**config.mk**
```make
export PLATFORM = sky130hd
export DESIGN_NAME = mem_burst_master
export DESIGN_NICKNAME = d
export VERILOG_FILES = /design/src/rtl/mem_burst_master.sv
export SDC_FILE = /design/constraint.sdc
export NUM_CORES = 1
export LEC_CHECK = 0
export CAP_MARGIN = 20
export CORE_AREA = 2 2 134 136
export DETAILED_ROUTE_END_ITERATION = 12
export DIE_AREA = 0 0 136 138
export GPL_TIMING_DRIVEN = 0
export PLACE_DENSITY = 0.75
export REMOVE_ABC_BUFFERS = 1
export SYNTH_ARGS = -nofsm -noshare
export SYNTH_HDL_FRONTEND = slang
export SYNTH_SLANG_ARGS = --single-unit
export TNS_END_PERCENT = 1
```
**constraint.sdc**
```tcl
create_clock -name clk -period 2.7 [get_ports clk]
set_input_delay 0.54 -clock clk [delete_from_list [all_inputs] [get_ports clk]]
set_output_delay 0.54 -clock clk [all_outputs]
set_load 0.05 [all_outputs]
```
**src/rtl/mem_burst_master.sv**
```systemverilog
// Burst master that turns single read/write burst commands into per-beat accesses
// on a simple synchronous memory port, with a 4-deep response FIFO for reads.
module mem_burst_master (
  input  logic        clk,
  input  logic        rst,
  input  logic        i_cmd_valid,
  output logic        o_cmd_ready,
  input  logic        i_cmd_wr,
  input  logic [7:0]  i_cmd_addr,
  input  logic [7:0]  i_cmd_len,
  input  logic        i_wdata_valid,
  output logic        o_wdata_ready,
  input  logic [31:0] i_wdata,
  output logic        o_rdata_valid,
  input  logic        i_rdata_ready,
  output logic [31:0] o_rdata,
  output logic        o_rdata_last,
  output logic        o_mem_wr_en,
  output logic [7:0]  o_mem_addr,
  output logic [31:0] o_mem_data,
  input  logic [31:0] i_mem_data,
  output logic        o_busy
);

  typedef enum logic [1:0] {IDLE, WRITE, READ, DRAIN} state_t;

  state_t      state;
  logic [7:0]  addr_q;
  logic [7:0]  len_q;
  logic [7:0]  beat;

  // Read pipeline: stage 1 = address on memory port, stage 2 = memory registering data.
  logic        iss_v1;
  logic        iss_v2;
  logic        iss_l1;
  logic        iss_l2;

  logic [31:0] fifo_data [4];
  logic [3:0]  fifo_last;
  logic [1:0]  wptr;
  logic [1:0]  rptr;
  logic [2:0]  count;

  logic [2:0]  inflight;
  logic        issue;
  logic        push;
  logic        pop;

  // Every channel is valid/ready: a transfer happens on a rising edge where both are
  // high; the source holds data stable while valid is high and ready is low.
  assign o_cmd_ready   = (state == IDLE);
  assign o_wdata_ready = (state == WRITE);
  assign o_busy        = (state != IDLE);
  assign o_rdata_valid = (count != 3'd0);
  assign o_rdata       = o_rdata_valid ? fifo_data[rptr] : 32'd0;
  assign o_rdata_last  = o_rdata_valid & fifo_last[rptr];

  // Credits cover FIFO entries plus data still travelling, so a push never hits a full FIFO.
  always_comb begin
    inflight = {2'b00, iss_v1} + {2'b00, iss_v2};
    issue    = (state == READ) && ((count + inflight) < 3'd4);
    push     = iss_v2;
    pop      = o_rdata_valid & i_rdata_ready;
  end

  always_ff @(posedge clk) begin
    if (rst) begin
      state       <= IDLE;
      addr_q      <= 8'd0;
      len_q       <= 8'd0;
      beat        <= 8'd0;
      o_mem_wr_en <= 1'b0;
      o_mem_addr  <= 8'd0;
      o_mem_data  <= 32'd0;
    end else begin
      o_mem_wr_en <= 1'b0;
      case (state)
        IDLE: begin
          if (i_cmd_valid) begin
            addr_q <= i_cmd_addr;
            len_q  <= i_cmd_len;
            beat   <= 8'd0;
            state  <= i_cmd_wr ? WRITE : READ;
          end
        end
        WRITE: begin
          if (i_wdata_valid) begin
            o_mem_wr_en <= 1'b1;
            o_mem_addr  <= addr_q + beat;
            o_mem_data  <= i_wdata;
            beat        <= beat + 8'd1;
            if (beat == len_q) state <= IDLE;
          end
        end
        READ: begin
          if (issue) begin
            o_mem_addr <= addr_q + beat;
            beat       <= beat + 8'd1;
            if (beat == len_q) state <= DRAIN;
          end
        end
        DRAIN: begin
          if (!iss_v1 && !iss_v2 && (count == 3'd0)) state <= IDLE;
        end
        default: state <= IDLE;
      endcase
    end
  end

  always_ff @(posedge clk) begin
    if (rst) begin
      iss_v1 <= 1'b0;
      iss_v2 <= 1'b0;
      iss_l1 <= 1'b0;
      iss_l2 <= 1'b0;
      wptr   <= 2'd0;
      rptr   <= 2'd0;
      count  <= 3'd0;
    end else begin
      iss_v1 <= issue;
      iss_l1 <= issue && (beat == len_q);
      iss_v2 <= iss_v1;
      iss_l2 <= iss_l1;
      if (push) wptr <= wptr + 2'd1;
      if (pop)  rptr <= rptr + 2'd1;
      case ({push, pop})
        2'b10:   count <= count + 3'd1;
        2'b01:   count <= count - 3'd1;
        default: count <= count;
      endcase
    end
  end

  // Storage needs no reset: outputs are gated by occupancy.
  always_ff @(posedge clk) begin
    if (push) begin
      fifo_data[wptr] <= i_mem_data;
      fifo_last[wptr] <= iss_l2;
    end
  end

endmodule

```
==> results.tsv <==
stage	metric	value	unit
grt	grt_pass1_wl	28.6	mm
cells_and_area	nFillCells	1313	
placed_design	port_buffers	163	
cts	cts.hold.buffers_added	0	
sta	fin_crit_sh	1.03	
critical_path	crit_path_end	o_rdata[5]	
cts	clockBufferDepth	3	
detailed_routing	dr.pass1.iters	4	
sta	fmax	358	MHz
status	outcome	finished with violations	
floorplan	rows	49	
min_path	hold_depth	1	
sta	fin_tns_setup	-0.724	ns
detailed_routing	vias	5532	
cells_and_area	multi_input_area	2810	um^2
cts	clock_latency	0.50	ns
critical_path	cp_slowest_cell	mux4_2	
power_and_ir_drop	power.leakage	4.00	nW
logic_synthesis	yosysWarnings	0	
cells_and_area	regArea	5570	um^2
grt	grt_antenna_before_repair	0	
critical_path	critPathCaptureType	output pin	
critical_path	slowest_delay	0.51	ns
critical_path	crit_chain	buf_12, mux4_2, and2_1, dlygate4sd2_1	
detailed_routing	ant_nets	0	
cells_and_area	fin_util	0.634	
critical_path	r2r_cells	7	
cts	cts_made_buffers	22	
critical_path	crit_required	2.16	ns
floorplan	io_pins	164	
logic_synthesis	synth.top_cell.area_share	0.463	
sta	tightest_slew	0.931	ns
logic_synthesis	synth_edf_count	132	
cts	path_clk_slew	0.06	ns
sta	setup_violations	13	
logic_synthesis	synth_area_leaders	edfxtp_1, dfxtp_1, mux4_2, nand2_1, a21oi_1	
grt	top_usage_layer	met2	
min_path	hold_class	flop to flop	
sta	period_needed	2.79	ns
logic_synthesis	synth_seq_cells	212	
critical_path	r2r_slack	0.18	ns
grt	grt_max_degree	43	
grt	grt_usage	0.192	
cts	clock_sinks	212	
grt	gr-total-overflow	0	
placed_design	gp_congestion	0.832	
sta	grt_setup_unrepaired	true	
power_and_ir_drop	cellPowerDensity	852	nW/um^2
sta	clock_skew	0.0105	ns
floorplan	chipWidth	136	um
status	failed_checks	negative setup slack	
detailed_routing	drt_iter0_drc	218	
floorplan	coreArea	17500	um^2
cells_and_area	nets	914	
sta	relSlewSlack	0.379	
cells_and_area	antennaDiodeCount	0	
logic_synthesis	netlist_instances	643	
detailed_routing	wirelength	17.9	mm
logic_synthesis	netlist.top_cell.by_area	edfxtp_1	
logic_synthesis	synthFlopType	edfxtp_1	
cells_and_area	areaGrowthSynthToFinish	30.1	%
detailed_routing	via_per_inst	5.26	
cells_and_area	drive_above_1_share	0.131	
critical_path	path_class	flop to output pin	
logic_synthesis	seq_area_frac_synth	0.651	
logic_synthesis	synthTopCellsByCount	edfxtp_1, nand2_1, dfxtp_1	
floorplan	die_area	18800	um^2
cts	cts_root_buf	clkbuf_16	
critical_path	rr_startpoint	state[0]	
grt	grtUsageMet1	0.229	
detailed_routing	wl_per_cell	17.0	um
grt	use_met3	0.0480	
floorplan	fp.dieH	138	um
logic_synthesis	syn_avg_cell_area	13.3	um^2
logic_synthesis	yosysMostFrequentCell	edfxtp_1	
critical_path	rr_endpoint	o_mem_addr[6]	
logic_synthesis	async_reset_ff_frac	0	
floorplan	initial_utilization	0.488	
grt	use_met2	0.344	
critical_path	cp_max_fo	19	
power_and_ir_drop	ir_drop	0.000515	V
detailed_routing	route.detailed.drc	0	
placed_design	hpwlAfterDp	11.4	mm
cts	cts_max_level	1	
flow_run	max_cap_viol_count	0	
critical_path	start_kind	flop	
cts	cts_tree	done	
logic_synthesis	synth_area	8550	um^2
sta	slew_viol_final	0	
sta	hold_viol_final	0	
sta	fin_ws	-0.0923	ns
critical_path	worstPathArrival	2.25	ns
grt	grt_pass1_vias	5686	
min_path	hold_start	iss_l1	
logic_synthesis	ys_types	48	
-- stage by stage --
step	cell area, um^2	total power [mW]	hold slack [ns]	instances	worst slack [ns]
6_report	11100	9.48	0.445	1051	-0.0923
5_1_grt	11100	9.89	0.456	1051	-0.181
4_1_cts	11100	9.57	0.447	1049	-0.167
3_5_place_dp	10400	6.65	0.433	1006	-0.278
3_3_place_gp	10300	6.56	0.435	1003	-1.44
2_1_floorplan	8420	5.67	0.414	611	-0.253
-- cell usage in the layout, fill, tap and decap left out, types with 3 or more instances in the layout --
| cell type | synthesis | layout |
|---|---|---|
| a211oi_1 | 3 | 3 |
| a21oi_1 | 65 | 65 |
| and2_1 | 43 | 39 |
| and2_2 | 0 | 4 |
| buf_2 | 3 | 17 |
| clkbuf_1 | 23 | 4 |
| clkbuf_16 | 0 | 23 |
| clkdlybuf4s50_1 | 0 | 125 |
| clkinv_2 | 0 | 4 |
| dfxtp_1 | 80 | 78 |
| dlygate4sd2_1 | 0 | 16 |
| dlymetal6s2s_1 | 0 | 3 |
| edfxtp_1 | 132 | 132 |
| ha_1 | 20 | 20 |
| inv_1 | 16 | 16 |
| mux2i_1 | 6 | 6 |
| mux4_2 | 33 | 33 |
| nand2_1 | 104 | 104 |
| nand2b_1 | 5 | 5 |
| nand3_1 | 6 | 6 |
| nor2_1 | 20 | 20 |
| nor2b_1 | 6 | 6 |
| o21a_1 | 3 | 3 |
| o21ai_0 | 12 | 12 |
| or2_2 | 3 | 3 |
| or3_1 | 6 | 5 |
| or4_1 | 3 | 3 |
| xnor2_1 | 5 | 5 |
| xor2_1 | 11 | 11 |
-- metal layers --
metal	routed length, um	part of all wire
met1	7100	0.40
met2	9190	0.51
met3	1340	0.075
met4	247	0.014
met5	0	0
-- layout make-up --
cell class / count / share of cell area
clock inverter: 11 / 0.00979
sequential: 212 / 0.501
multi-input combinational: 383 / 0.252
timing repair buffer: 171 / 0.150
tap: 229 / 0.0258
clock buffer: 29 / 0.0556
inverter: 16 / 0.00540
-- where the power goes --
group / switching (mW) / total (mW) / internal [mW]
clock network: 1.17 / 2.98 / 1.80
registers: 0.159 / 3.82 / 3.66
logic: 1.70 / 2.68 / 0.980
-- flip-flops by register name, summed over array words and instances, names as in the netlist, 3 cells and up, named ones only --
name and flops:
fifo_data 128, o_mem_addr 8, len_q 8, count 3, beat 8, o_mem_data 32, fifo_last 4, addr_q 8
-- kinds of logic after synthesis --
kind of cell | after synthesis | share of synthesized area
adder cells (fa/ha/maj) | 22 | 0.0339
buffers and inverters | 48 | 0.0224
XOR/XNOR | 16 | 0.0164
flip-flops | 212 | 0.651
AO/OA/AOI/OAI | 94 | 0.0606
multiplexers | 40 | 0.0952
AND/OR/NAND/NOR | 211 | 0.121
-- worst min-delay path by stage --
| stage | slack (ns) | to |
|---|---|---|
| floorplan | 0.41 | iss_l2 |
| global placement | 0.43 | iss_l2 |
| detailed placement | 0.43 | iss_l2 |
| CTS | 0.45 | iss_l2 |
| global route | 0.46 | iss_l2 |
| finish | 0.45 | iss_l2 |
-- worst max-delay path: cells and delay by family (launching register included) --
family,cells,cell delay [ns]
buffers and inverters,2,0.63
multiplexers,1,0.51
flip-flops,1,0.44
AND/OR/NAND/NOR,1,0.16
-- what timing repair did --
item | in CTS | in global routing
resized for setup | 39 | 53
buffers inserted | 3 | 0
setup endpoints to repair | 36 | 34
pin swaps | 0 | 0
Note: power is estimated with default switching activity, not from simulation.
